`config.mk`:
```
export PLATFORM = sky130hd
export DESIGN_NAME = hdmi_frame_wr_ctrl_flat
export DESIGN_NICKNAME = d
export VERILOG_FILES = /design/src/rtl/hdmi_pkg.sv /design/src/rtl/hdmi_frame_wr_ctrl_if.sv /design/src/rtl/hdmi_vs_edge_det.sv /design/src/rtl/hdmi_frame_wr_ctrl.sv /design/src/flat_wrapper.sv
export SDC_FILE = /design/constraint.sdc
export NUM_CORES = 1
export LEC_CHECK = 0
export ABC_AREA = 1
export CAP_MARGIN = 20
export CORE_MARGIN = 2
export CORE_UTILIZATION = 45
export CTS_CLUSTER_SIZE = 40
export DETAILED_ROUTE_END_ITERATION = 12
export PLACE_DENSITY = 0.71
export SYNTH_ARGS = -nofsm -noshare
export SYNTH_HDL_FRONTEND = slang
export SYNTH_SLANG_ARGS = --single-unit
```
`constraint.sdc`:
```
create_clock -name hdmi_clk -period 1.86 [get_ports hdmi_clk]
set_input_delay 0.372 -clock hdmi_clk [delete_from_list [all_inputs] [get_ports hdmi_clk]]
set_output_delay 0.372 -clock hdmi_clk [all_outputs]
set_load 0.005 [all_outputs]
```
`src/rtl/hdmi_pkg.sv`:
```
// Shared types and constants for the HDMI capture write path and the display reader.
package hdmi_pkg;

  typedef enum logic [2:0] {
    ST_IDLE,
    ST_WAIT,
    ST_REQ,
    ST_BURST,
    ST_FLUSH,
    ST_EOF
  } wr_state_e;

  localparam logic [27:0] BUF0_BASE_DEF = 28'h000_0000;
  localparam logic [27:0] BUF1_BASE_DEF = 28'h010_0000;

  function automatic int unsigned min_u(input int unsigned a, input int unsigned b);
    return (a < b) ? a : b;
  endfunction

endpackage

```
`src/rtl/hdmi_frame_wr_ctrl_if.sv`:
```
// Burst-request and write-FIFO handshake between the frame write controller and its neighbours.
interface hdmi_frame_wr_ctrl_if #(
  parameter int unsigned ADDR_W = 28,
  parameter int unsigned LVL_W  = 10
);
  logic              burst_req;
  logic [ADDR_W-1:0] burst_addr;
  logic [7:0]        burst_len;
  logic              burst_ack;
  logic              burst_done;
  logic [LVL_W-1:0]  fifo_level;
  logic              fifo_clr;

  modport master (
    output burst_req, burst_addr, burst_len, fifo_clr,
    input  burst_ack, burst_done, fifo_level
  );

  modport slave (
    input  burst_req, burst_addr, burst_len, fifo_clr,
    output burst_ack, burst_done, fifo_level
  );
endinterface

```
`src/rtl/hdmi_vs_edge_det.sv`:
```
// Vsync rising-edge detector: one history register, combinational single-cycle pulse.
module hdmi_vs_edge_det (
  input  logic clk_i,
  input  logic rst_ni,
  input  logic vs_i,
  output logic vs_edge_o
);
  logic vs_d1_q, vs_d1_d;

  assign vs_d1_d = vs_i;

  always_ff @(posedge clk_i) begin
    if (!rst_ni) vs_d1_q <= 1'b0;
    else         vs_d1_q <= vs_d1_d;
  end

  assign vs_edge_o = vs_i & ~vs_d1_q;
endmodule

```
`src/rtl/hdmi_frame_wr_ctrl.sv`:
```
// Ping-pong frame write scheduler: issues fixed-length DDR bursts from the capture FIFO.
// Define HDMI_WR_FLUSH_EN to write out residual FIFO words as a short burst at each frame end.
module hdmi_frame_wr_ctrl
  import hdmi_pkg::*;
#(
  parameter int unsigned       BURST_LEN   = 64,
  parameter int unsigned       FRAME_WORDS = 786432,
  parameter int unsigned       ADDR_W      = 28,
  parameter int unsigned       LVL_W       = 10,
  parameter logic [ADDR_W-1:0] BUF0_BASE   = ADDR_W'(BUF0_BASE_DEF),
  parameter logic [ADDR_W-1:0] BUF1_BASE   = ADDR_W'(BUF1_BASE_DEF)
) (
  input  logic                  hdmi_clk,
  input  logic                  sys_rst_n,
  input  logic                  hdmi_vs_in,
  hdmi_frame_wr_ctrl_if.master  bus,
  output logic                  wr_buf_idx,
  output logic                  rd_buf_idx,
  output logic                  frame_done,
  output logic                  overflow
);
  localparam int unsigned OFF_W = $clog2(FRAME_WORDS + 1);
  localparam logic [OFF_W-1:0] FRAME_OFF = OFF_W'(FRAME_WORDS);
`ifdef HDMI_WR_FLUSH_EN
  localparam wr_state_e ST_BOUNDARY = ST_FLUSH;
`else
  localparam wr_state_e ST_BOUNDARY = ST_EOF;
`endif

  wr_state_e         state_q, state_d;
  logic [OFF_W-1:0]  word_off_q, word_off_d;
  logic              full_q, full_d, eof_pend_q, eof_pend_d, flush_q, flush_d;
  logic              burst_req_q, burst_req_d;
  logic [ADDR_W-1:0] burst_addr_q, burst_addr_d;
  logic [7:0]        burst_len_q, burst_len_d;
  logic              fifo_clr_q, fifo_clr_d, frame_done_q, frame_done_d;
  logic              wr_buf_q, wr_buf_d, rd_buf_q, rd_buf_d, overflow_q, overflow_d;
  logic              vs_edge;
  logic [OFF_W-1:0]  remain;
  logic [7:0]        full_len;
  logic [ADDR_W-1:0] cur_addr;

  hdmi_vs_edge_det u_vs_edge (
    .clk_i     (hdmi_clk),
    .rst_ni    (sys_rst_n),
    .vs_i      (hdmi_vs_in),
    .vs_edge_o (vs_edge)
  );

  assign remain   = FRAME_OFF - word_off_q;
  assign full_len = 8'(min_u(32'(remain), BURST_LEN));
  assign cur_addr = (wr_buf_q ? BUF1_BASE : BUF0_BASE) + ADDR_W'(word_off_q);

  always_comb begin
    state_d      = state_q;
    word_off_d   = word_off_q;
    full_d       = full_q;
    eof_pend_d   = eof_pend_q;
    flush_d      = flush_q;
    burst_req_d  = burst_req_q;
    burst_addr_d = burst_addr_q;
    burst_len_d  = burst_len_q;
    fifo_clr_d   = 1'b0;
    frame_done_d = 1'b0;
    wr_buf_d     = wr_buf_q;
    rd_buf_d     = rd_buf_q;
    overflow_d   = overflow_q;
    unique case (state_q)
      ST_IDLE: begin
        // Discard the partial frame captured before the first boundary.
        if (vs_edge) begin
          state_d    = ST_WAIT;
          fifo_clr_d = 1'b1;
          word_off_d = '0;
          full_d     = 1'b0;
          eof_pend_d = 1'b0;
        end
      end
      ST_WAIT: begin
        if (vs_edge) begin
          state_d = ST_BOUNDARY;
        end else if (full_q) begin
          // Alternate with the previous clear so the FIFO sees single-cycle pulses.
          if (bus.fifo_level != '0 && !fifo_clr_q) begin
            overflow_d = 1'b1;
            fifo_clr_d = 1'b1;
          end
        end else if (32'(bus.fifo_level) >= BURST_LEN) begin
          state_d      = ST_REQ;
          burst_req_d  = 1'b1;
          burst_addr_d = cur_addr;
          burst_len_d  = full_len;
        end
      end
      ST_REQ: begin
        if (vs_edge) eof_pend_d = 1'b1;
        if (bus.burst_ack) begin
          state_d     = ST_BURST;
          burst_req_d = 1'b0;
        end
      end
      ST_BURST: begin
        if (vs_edge) eof_pend_d = 1'b1;
        if (bus.burst_done) begin
          word_off_d = word_off_q + OFF_W'(burst_len_q);
          full_d     = (word_off_d == FRAME_OFF);
          if (flush_q)                      state_d = ST_EOF;
          else if (eof_pend_q || vs_edge)   state_d = ST_BOUNDARY;
          else                              state_d = ST_WAIT;
        end
      end
      ST_FLUSH: begin
`ifdef HDMI_WR_FLUSH_EN
        if (bus.fifo_level != '0 && 32'(bus.fifo_level) < BURST_LEN && !full_q) begin
          state_d      = ST_REQ;
          flush_d      = 1'b1;
          burst_req_d  = 1'b1;
          burst_addr_d = cur_addr;
          burst_len_d  = 8'(min_u(32'(bus.fifo_level), 32'(remain)));
        end else begin
          state_d = ST_EOF;
        end
`else
        state_d = ST_EOF;
`endif
      end
      ST_EOF: begin
        rd_buf_d     = wr_buf_q;
        wr_buf_d     = ~wr_buf_q;
        word_off_d   = '0;
        full_d       = 1'b0;
        eof_pend_d   = 1'b0;
        flush_d      = 1'b0;
        frame_done_d = 1'b1;
        fifo_clr_d   = 1'b1;
        state_d      = ST_WAIT;
      end
      default: state_d = ST_IDLE;
    endcase
  end

  always_ff @(posedge hdmi_clk) begin
    if (!sys_rst_n) begin
      state_q      <= ST_IDLE;
      word_off_q   <= '0;
      full_q       <= 1'b0;
      eof_pend_q   <= 1'b0;
      flush_q      <= 1'b0;
      burst_req_q  <= 1'b0;
      burst_addr_q <= '0;
      burst_len_q  <= '0;
      fifo_clr_q   <= 1'b0;
      frame_done_q <= 1'b0;
      wr_buf_q     <= 1'b0;
      rd_buf_q     <= 1'b1;
      overflow_q   <= 1'b0;
    end else begin
      state_q      <= state_d;
      word_off_q   <= word_off_d;
      full_q       <= full_d;
      eof_pend_q   <= eof_pend_d;
      flush_q      <= flush_d;
      burst_req_q  <= burst_req_d;
      burst_addr_q <= burst_addr_d;
      burst_len_q  <= burst_len_d;
      fifo_clr_q   <= fifo_clr_d;
      frame_done_q <= frame_done_d;
      wr_buf_q     <= wr_buf_d;
      rd_buf_q     <= rd_buf_d;
      overflow_q   <= overflow_d;
    end
  end

  assign bus.burst_req  = burst_req_q;
  assign bus.burst_addr = burst_addr_q;
  assign bus.burst_len  = burst_len_q;
  assign bus.fifo_clr   = fifo_clr_q;
  assign wr_buf_idx     = wr_buf_q;
  assign rd_buf_idx     = rd_buf_q;
  assign frame_done     = frame_done_q;
  assign overflow       = overflow_q;
endmodule

```
`src/flat_wrapper.sv`:
```
// flat-port wrapper written by rule: the top's interface ports become plain ports
module hdmi_frame_wr_ctrl_flat import hdmi_pkg::*;
#(
  parameter int unsigned       BURST_LEN   = 64,
  parameter int unsigned       FRAME_WORDS = 786432,
  parameter int unsigned       ADDR_W      = 28,
  parameter int unsigned       LVL_W       = 10,
  parameter logic [ADDR_W-1:0] BUF0_BASE   = ADDR_W'(BUF0_BASE_DEF),
  parameter logic [ADDR_W-1:0] BUF1_BASE   = ADDR_W'(BUF1_BASE_DEF)
)
  (hdmi_clk, sys_rst_n, hdmi_vs_in, wr_buf_idx, rd_buf_idx, frame_done, overflow, bus_burst_req, bus_burst_addr, bus_burst_len, bus_fifo_clr, bus_burst_ack, bus_burst_done, bus_fifo_level);
  hdmi_frame_wr_ctrl_if #(.ADDR_W(ADDR_W), .LVL_W(LVL_W)) bus_i ();
  input  logic hdmi_clk;
  input  logic sys_rst_n;
  input  logic hdmi_vs_in;
  output logic wr_buf_idx;
  output logic rd_buf_idx;
  output logic frame_done;
  output logic overflow;
  output wire logic [$bits(bus_i.burst_req)-1:0] bus_burst_req;
  output wire logic [$bits(bus_i.burst_addr)-1:0] bus_burst_addr;
  output wire logic [$bits(bus_i.burst_len)-1:0] bus_burst_len;
  output wire logic [$bits(bus_i.fifo_clr)-1:0] bus_fifo_clr;
  input wire logic [$bits(bus_i.burst_ack)-1:0] bus_burst_ack;
  input wire logic [$bits(bus_i.burst_done)-1:0] bus_burst_done;
  input wire logic [$bits(bus_i.fifo_level)-1:0] bus_fifo_level;
  assign bus_burst_req = bus_i.burst_req;
  assign bus_burst_addr = bus_i.burst_addr;
  assign bus_burst_len = bus_i.burst_len;
  assign bus_fifo_clr = bus_i.fifo_clr;
  assign bus_i.burst_ack = bus_burst_ack;
  assign bus_i.burst_done = bus_burst_done;
  assign bus_i.fifo_level = bus_fifo_level;
  hdmi_frame_wr_ctrl #(.BURST_LEN(BURST_LEN), .FRAME_WORDS(FRAME_WORDS), .ADDR_W(ADDR_W), .LVL_W(LVL_W), .BUF0_BASE(BUF0_BASE), .BUF1_BASE(BUF1_BASE)) u_core (.hdmi_clk(hdmi_clk), .sys_rst_n(sys_rst_n), .hdmi_vs_in(hdmi_vs_in), .bus(bus_i), .wr_buf_idx(wr_buf_idx), .rd_buf_idx(rd_buf_idx), .frame_done(frame_done), .overflow(overflow));
endmodule
```
## Yosys cells after proc, flatten, opt, wreduce, memory -nomap -nowiden

Cells that the tools add are included.

- Output and inout bits: 42
- Memories kept: 0
- Flip-flop bits (word level): 68
- Logic and storage cells: 82
- Latch bits: 0
- Memory bits (read-only): 0
- Memory bits (writable): 0
- Bits of input ports: 15

- $mul: 0
- Reduce and logical (&&, ||, !) cells: 15
- Muxes and demuxes: 29
- $lt $le $gt $ge: 2
- Div/mod/pow operators: 0
- Eq/ne operators: 15
- Add/subtract/negate cells: 3
- Bitwise logic cells: 5
- Shift-type cells: 0

Operator list:

| kind | number |
|---|---|
| $pmux 20 s3 | 1 |
| $mux 20 | 2 |
| $add 28x20->28 | 1 |
| $mux 21 | 1 |
| $mux 3 | 7 |
| $add 20x8->20 | 1 |
| $eq 20x20->1 const B | 1 |
| $lt 20x7->1 const B | 1 |
| $sub 20x20->20 const A | 1 |
| $pmux 3 s6 | 1 |
| $mux 1 | 12 |
| $ge 10x7->1 const B | 1 |
| $reduce_and 5->1 | 2 |
| $reduce_bool 10->1 | 1 |
| $pmux 1 s3 | 3 |
| $mux 8 | 1 |
| $ne 2x2->1 const B | 4 |
| $reduce_and 4->1 | 2 |
| $eq 3x2->1 const B | 2 |
| $eq 3x3->1 const B | 2 |
| $ne 2x1->1 const B | 3 |
| $reduce_and 3->1 | 2 |
| $reduce_bool 3->1 | 2 |
| $not 1->1 | 4 |
| 11 further kinds | 11 |

## Longest topological paths before layout

- Word-level depth: 6
- Mapped depth: 14
- Depth with buffers taken out: 14

## By module

A second synthesis with hierarchy kept.

- Cells, all modules: 601
- Area, all modules: 3827.4 um^2

By module, submodules not included:

| module | times used | cells an instance | area an instance (um^2) | sequential area each (um^2) |
|---|---|---|---|---|
| hdmi_frame_wr_ctrl | 1 | 596 | 3789.9 | 1201.2 |
| hdmi_vs_edge_det | 1 | 5 | 37.5 | 20.0 |

## Worst setup path after synthesis

No wires, ideal clock.

- Path kind: reg2reg
- Start: register u_core.burst_len_q[0], in the netlist u_core.bus.burst_len[0]
- End: register u_core.full_q
- Slack: -0.059 ns
- Cell stages (with the launch flop): 14
- Period minus slack after synthesis: 1.919 ns
- Setup time: 0.070 ns
- Data required time: 1.790 ns
- Buffers on the path: 0
- Arrival: 1.849 ns
- Path through: dfxtp_1 ha_1 fa_1 nand2_1 nand3_1 nand3_1 nand2_1 nand2_1 nand2_1 nand3_1 nand3_1 nor2_1 nand3_1 a21oi_1

- Word-level cells in the longest chain between the ends: 4

Ends and longest elaborated chain:

| item | RTL line | text |
|---|---|---|
| from (decl) | hdmi_frame_wr_ctrl.sv:35 | `logic [7:0] burst_len_q, burst_len_d;` |
| from (signal assigned) | hdmi_frame_wr_ctrl.sv:165 | `burst_len_q <= burst_len_d;` |
| $add 20x8->20 | hdmi_frame_wr_ctrl.sv:105 | `word_off_d = word_off_q + OFF_W'(burst_len_q);` |
| $eq 20x20->1 | hdmi_frame_wr_ctrl.sv:106 | `full_d = (word_off_d == FRAME_OFF);` |
| $mux 1 | hdmi_frame_wr_ctrl.sv:104 | `if (bus.burst_done) begin` |
| $pmux 1 s3 | hdmi_frame_wr_ctrl.sv:68 | `unique case (state_q)` |
| to (signal assigned) | hdmi_frame_wr_ctrl.sv:160 | `full_q <= full_d;` |
| to (decl) | hdmi_frame_wr_ctrl.sv:32 | `logic full_q, full_d, eof_pend_q, eof_pend_d, flush_q, flush_d;` |

No other way between the ends. The select of a mux whose other input is x is not followed.
A chain may end at the register's enable or synchronous reset.

## Worst setup path in the final report

Same ends and word-level chain as after synthesis.

==> flow_summary.rst <==
.. list-table::
   :header-rows: 1

   * - Metric
     - Value
   * - Reg2Reg Setup Slack
     - -140 ps
   * - Highest cell delay on the worst timing path
     - 360 ps
   * - Number of antenna violations at the first check in global routing
     - 0
   * - Clock latency of the later-clocked register in the worst-skew pair
     - 350 ps
   * - Avg Cell Area, Syn
     - 6.543 um2
   * - Gate count after technology mapping
     - 589
   * - Async S/R FF share, synth
     - 0%
   * - Global-route wire length before repair
     - 18470 um
   * - Overall Global Routing Usage
     - 25.62%
   * - Number of iterations in the first detailed-routing pass
     - 5
   * - Worst min-delay path category
     - flop to flop
   * - Area of placed instances
     - 4900 um2
   * - Via count of the routed design
     - 4270
   * - Synthesized-area fraction occupied by xor and xnor cells
     - 2.468%
   * - DRT iter0 DRCs
     - 216
   * - CTS Hold Buffers Added
     - 0
   * - Power share of the sequential group
     - 34.5%
   * - Design internal power
     - 3.176 mW
   * - Post-route clock period utilization
     - 107.8%
   * - WS Path Type
     - flop to flop
   * - CTS H-Tree Depth
     - 3
   * - Hold violation count in the final report
     - 0
   * - DRC viols
     - 0
   * - Final setup margin
     - -144.2 ps
   * - Area fraction in and, or, nand and nor cells after synthesis
     - 37.76%
   * - Port Buf Inserts
     - 49
   * - Number of synthesized flops with an enable pin
     - 0
   * - Portion of netlist area occupied by mux cells
     - 0%
   * - Gp weighted congestion
     - 0.9286
   * - P per Cell Area
     - 849.4 nW/um2
   * - Largest family of logic cells by synthesized area
     - simple AND/OR/NAND/NOR gates
   * - Fmax
     - 498.9 MHz
   * - Most used cell along the critical path
     - sky130_fd_sc_hd__nand3_1
   * - Post-Route Setup TNS
     - -617.2 ps
   * - Root buf cell
     - sky130_fd_sc_hd__clkbuf_8
   * - Overall die area
     - 9320 um2
   * - Maximum number of pins on one net before global-route repair
     - 50
   * - Number of unique standard cell types used by synthesis
     - 38
   * - Required arrival time at the worst endpoint
     - 2150 ps
   * - RSZ-0062 raised after global routing
     - true
   * - Peak supply drop
     - 0.0006345 V
   * - Critical path startpoint
     - u_core.bus.burst_len[0]
   * - Number of top-level design ports
     - 57
   * - Die Ht
     - 96.54 um
   * - Violated checks
     - negative setup slack
   * - Proportion of synthesized chip area in sequential cells
     - 31.69%
   * - Count of antenna-violating nets left after detailed routing
     - 0
   * - Crit path buffers/inverters
     - 1
   * - Antenna Diode Count
     - 0
   * - Post-synthesis instance area
     - 3854 um2
   * - CP Max Fanout
     - 2
   * - Setup slack after placement
     - -171.8 ps
   * - Syn. warnings
     - 0
   * - Worst-case clock skew
     - 13.11 ps
   * - Comb pwr share
     - 33.7%
   * - Number of storage elements in the synthesis netlist
     - 61
   * - Crit-path leading delay family
     - simple AND/OR/NAND/NOR gates
   * - Main synth FF type
     - sky130_fd_sc_hd__dfxtp_1
   * - Number of rows in the core area
     - 33
   * - Post-layout minimum cycle time
     - 2004 ps
   * - Worst reg2reg endpoint
     - u_core.full_q
   * - Leak
     - 2.519 nW
   * - Switching Fraction
     - 31.55%
   * - Final #Nets
     - 729
   * - Path depth of the worst reg2reg path
     - 12
   * - Proportion of power drawn by the clock network
     - 31.8%
   * - Endpoint, Worst Hold
     - u_core.overflow
   * - Clock buffer count from CTS
     - 9
   * - Via-per-instance ratio
     - 5.246
   * - Placed wire-length estimate
     - 8398 um
   * - Switching Power
     - 1.464 mW
   * - Element type at the critical path start
     - flop
   * - Synth Area in Compound Gates
     - 13.18%
   * - Routed wire per std cell
     - 14.08 um
   * - Library cell contributing the largest single delay on the critical path
     - sky130_fd_sc_hd__dfxtp_4
   * - Adder-Cell Fraction of Synth Area
     - 3.442%
   * - Worst path arrival time
     - 2290 ps
   * - Number of violations of the max-capacitance limit
     - 0
   * - Via count of the first global-routing pass
     - 4010
   * - Clock tree from TritonCTS
     - yes
   * - Reg-to-reg startpoint
     - u_core.bus.burst_len[0]
   * - Number of pins exceeding their max-slew limit in the final report
     - 0
   * - Setup violation total in the final timing report
     - 8
   * - Number of sinks on the clock net
     - 61
   * - Area Overhead vs Synth
     - 41.75%
   * - Kind of end point of the critical path
     - flop
   * - Max Buffers Root-to-Sink
     - 2
   * - Status
     - finished with violations
   * - Starting utilization of the core area
     - 46.67%
   * - Proportion of layout cells with a drive suffix above 1
     - 24.68%
   * - Cell-by-cell listing of the critical path
     - ha_4 > fa_2 > buf_4 > xnor2_2 > nand2_1 > nor2_1 > nand3_1 > nor2_2 > nand3_1 > nor2_1 > nand3_1 > a21oi_2
   * - Total congestion overflow after global routing
     - 0
   * - Clock transition at the registers of the reported paths
     - 70 ps
   * - Core Region
     - 8258 um2
   * - Post-route design area
     - 5463 um2
   * - Fill cells
     - 710
   * - Detailed-route wire length
     - 11470 um
   * - Worst hold stages
     - 2
   * - Die width
     - 96.54 um
   * - Startpoint of the worst hold path
     - u_core.overflow
[cells by family (layout without fill, tap and decap cells)]
group                    count (synthesis)  count (layout)
buffers and inverters                   97             211
AND/OR/NAND/NOR                        312             312
flip-flops                              61              61
AO/OA/AOI/OAI                           98              98
other                                    1               7
adder cells (fa/ha/maj)                 10              10
XOR/XNOR                                10              10
[cell usage in the layout (no fill, tap or decap), drive strengths merged]
| cell | synthesis | layout |
|---|---|---|
| a21oi | 57 | 57 |
| nand4 | 12 | 12 |
| a21boi | 1 | 1 |
| dfxtp | 61 | 61 |
| a311oi | 1 | 1 |
| nand2 | 156 | 156 |
| inv | 70 | 70 |
| a41oi | 1 | 1 |
| nor3 | 6 | 6 |
| a211oi | 1 | 1 |
| xnor2 | 3 | 3 |
| ha | 9 | 9 |
| clkinv | 1 | 2 |
| nand3 | 66 | 66 |
| nor2 | 66 | 66 |
| or2 | 2 | 2 |
| bufinv | 0 | 3 |
| clkbuf | 5 | 12 |
| o21ai | 34 | 34 |
| conb | 1 | 7 |
| nor4 | 2 | 2 |
| nand3b | 1 | 1 |
| clkdlybuf4s50 | 0 | 49 |
| buf | 21 | 75 |
| xor2 | 7 | 7 |
| a21o | 1 | 1 |
| a31oi | 2 | 2 |
| and3 | 1 | 1 |
| fa | 1 | 1 |
[per-layer routing]
metal | global-route usage, % | part of all wire, % | vias to the layer above | wire length (um)
met2 | 44.44 | 49 | 134 | 5663
met1 | 29.60 | 41 | 1958 | 4657
met5 | 0 | 0 | - | 0
met4 | 11.97 | 4.1 | 0 | 468
li1 | - | - | 2139 | -
met3 | 6.284 | 5.9 | 39 | 676
[power by group through the flow]
stage	sequential, mW	clock (mW)	combinational, mW
CTS	1.59	1.51	1.50
detailed placement	1.62	0	1.48
global route	1.62	1.55	1.74
finish	1.60	1.48	1.56
global placement	1.61	0	1.46
floorplan	1.62	0	0.772
[through the flow]
stage | power (mW) | instances | hold WS (ps) | utilization (%)
3_3_place_gp | 3.070 | 792 | 439.2 | 59.33
4_1_cts | 4.596 | 810 | 454.9 | 63.12
2_1_floorplan | 2.390 | 595 | 446.6 | -
6_report | 4.640 | 814 | 452.4 | 66.15
5_1_grt | 4.902 | 814 | 482.9 | 66.15
3_5_place_dp | 3.094 | 792 | 441.9 | 59.33
[cell type report]
type                            count  area (um2)  share of cell area [%]
Tap cell                          105       131.4                   2.405
Multi-Input combinational cell    437        2485                   45.49
Timing Repair Buffer              124        1107                   20.27
Inverter                           71       271.5                   4.970
Clock inverter                      4       95.09                   1.741
Clock buffer                       12       145.1                   2.657
Sequential cell                    61        1227                   22.47
[state kept, by name, summed over array words and instances, names as in the netlist, 3 cells and up]
register               cells
u_core.bus.burst_addr     21
u_core.bus.burst_len       8
u_core.state_q             3
u_core.word_off_q         20
[what timing repair did]
action / in CTS / in global routing
pin swaps: 15 / 15
resized for setup: 16 / 43
endpoints found under the setup margin: 10 / 21
setup buffers: 2 / 4
gates cloned: 0 / 0
[worst max path at each step]
| stage | cells after the start | slack (ps) | endpoint |
|---|---|---|---|
| after CTS | 13 | -140 | u_core.bus.burst_len[0] |
| after global routing | 14 | -280 | u_core.full_q |
| final | 12 | -140 | u_core.full_q |
| after floorplan | 13 | 30 | u_core.full_q |
| after global placement | 11 | -140 | u_core.full_q |
| after detailed placement | 11 | -170 | u_core.full_q |
[cells in the mapped netlist (4+ instances only)]
cell                       number  area, um2
sky130_fd_sc_hd__dfxtp_1       61       1221
sky130_fd_sc_hd__nand3_2        6      60.06
sky130_fd_sc_hd__inv_1         59      221.5
sky130_fd_sc_hd__nor2_1        55      206.5
sky130_fd_sc_hd__nand2_2        5      31.28
sky130_fd_sc_hd__a21oi_1       57      285.3
sky130_fd_sc_hd__o21ai_0       31      155.2
sky130_fd_sc_hd__buf_2          8      40.04
sky130_fd_sc_hd__clkbuf_1       5      18.77
sky130_fd_sc_hd__nand4_1       12      75.07
sky130_fd_sc_hd__nor2_4         9      101.4
sky130_fd_sc_hd__inv_2         11      41.29
sky130_fd_sc_hd__nand2_1      151      566.8
sky130_fd_sc_hd__nand3_1       60      300.3
sky130_fd_sc_hd__buf_4          9      67.56
sky130_fd_sc_hd__xor2_1         6      52.55
sky130_fd_sc_hd__buf_6          4      45.04
sky130_fd_sc_hd__ha_1           9      112.6
[tightest hold or removal path: cells and delay by family, from the launching register on]
kind                   cells  cell delay, ps
AOI/OAI and AO/OA          1              50
buffers and inverters      1              50
DFF                        1             310
(Power assumes the default switching activity.)
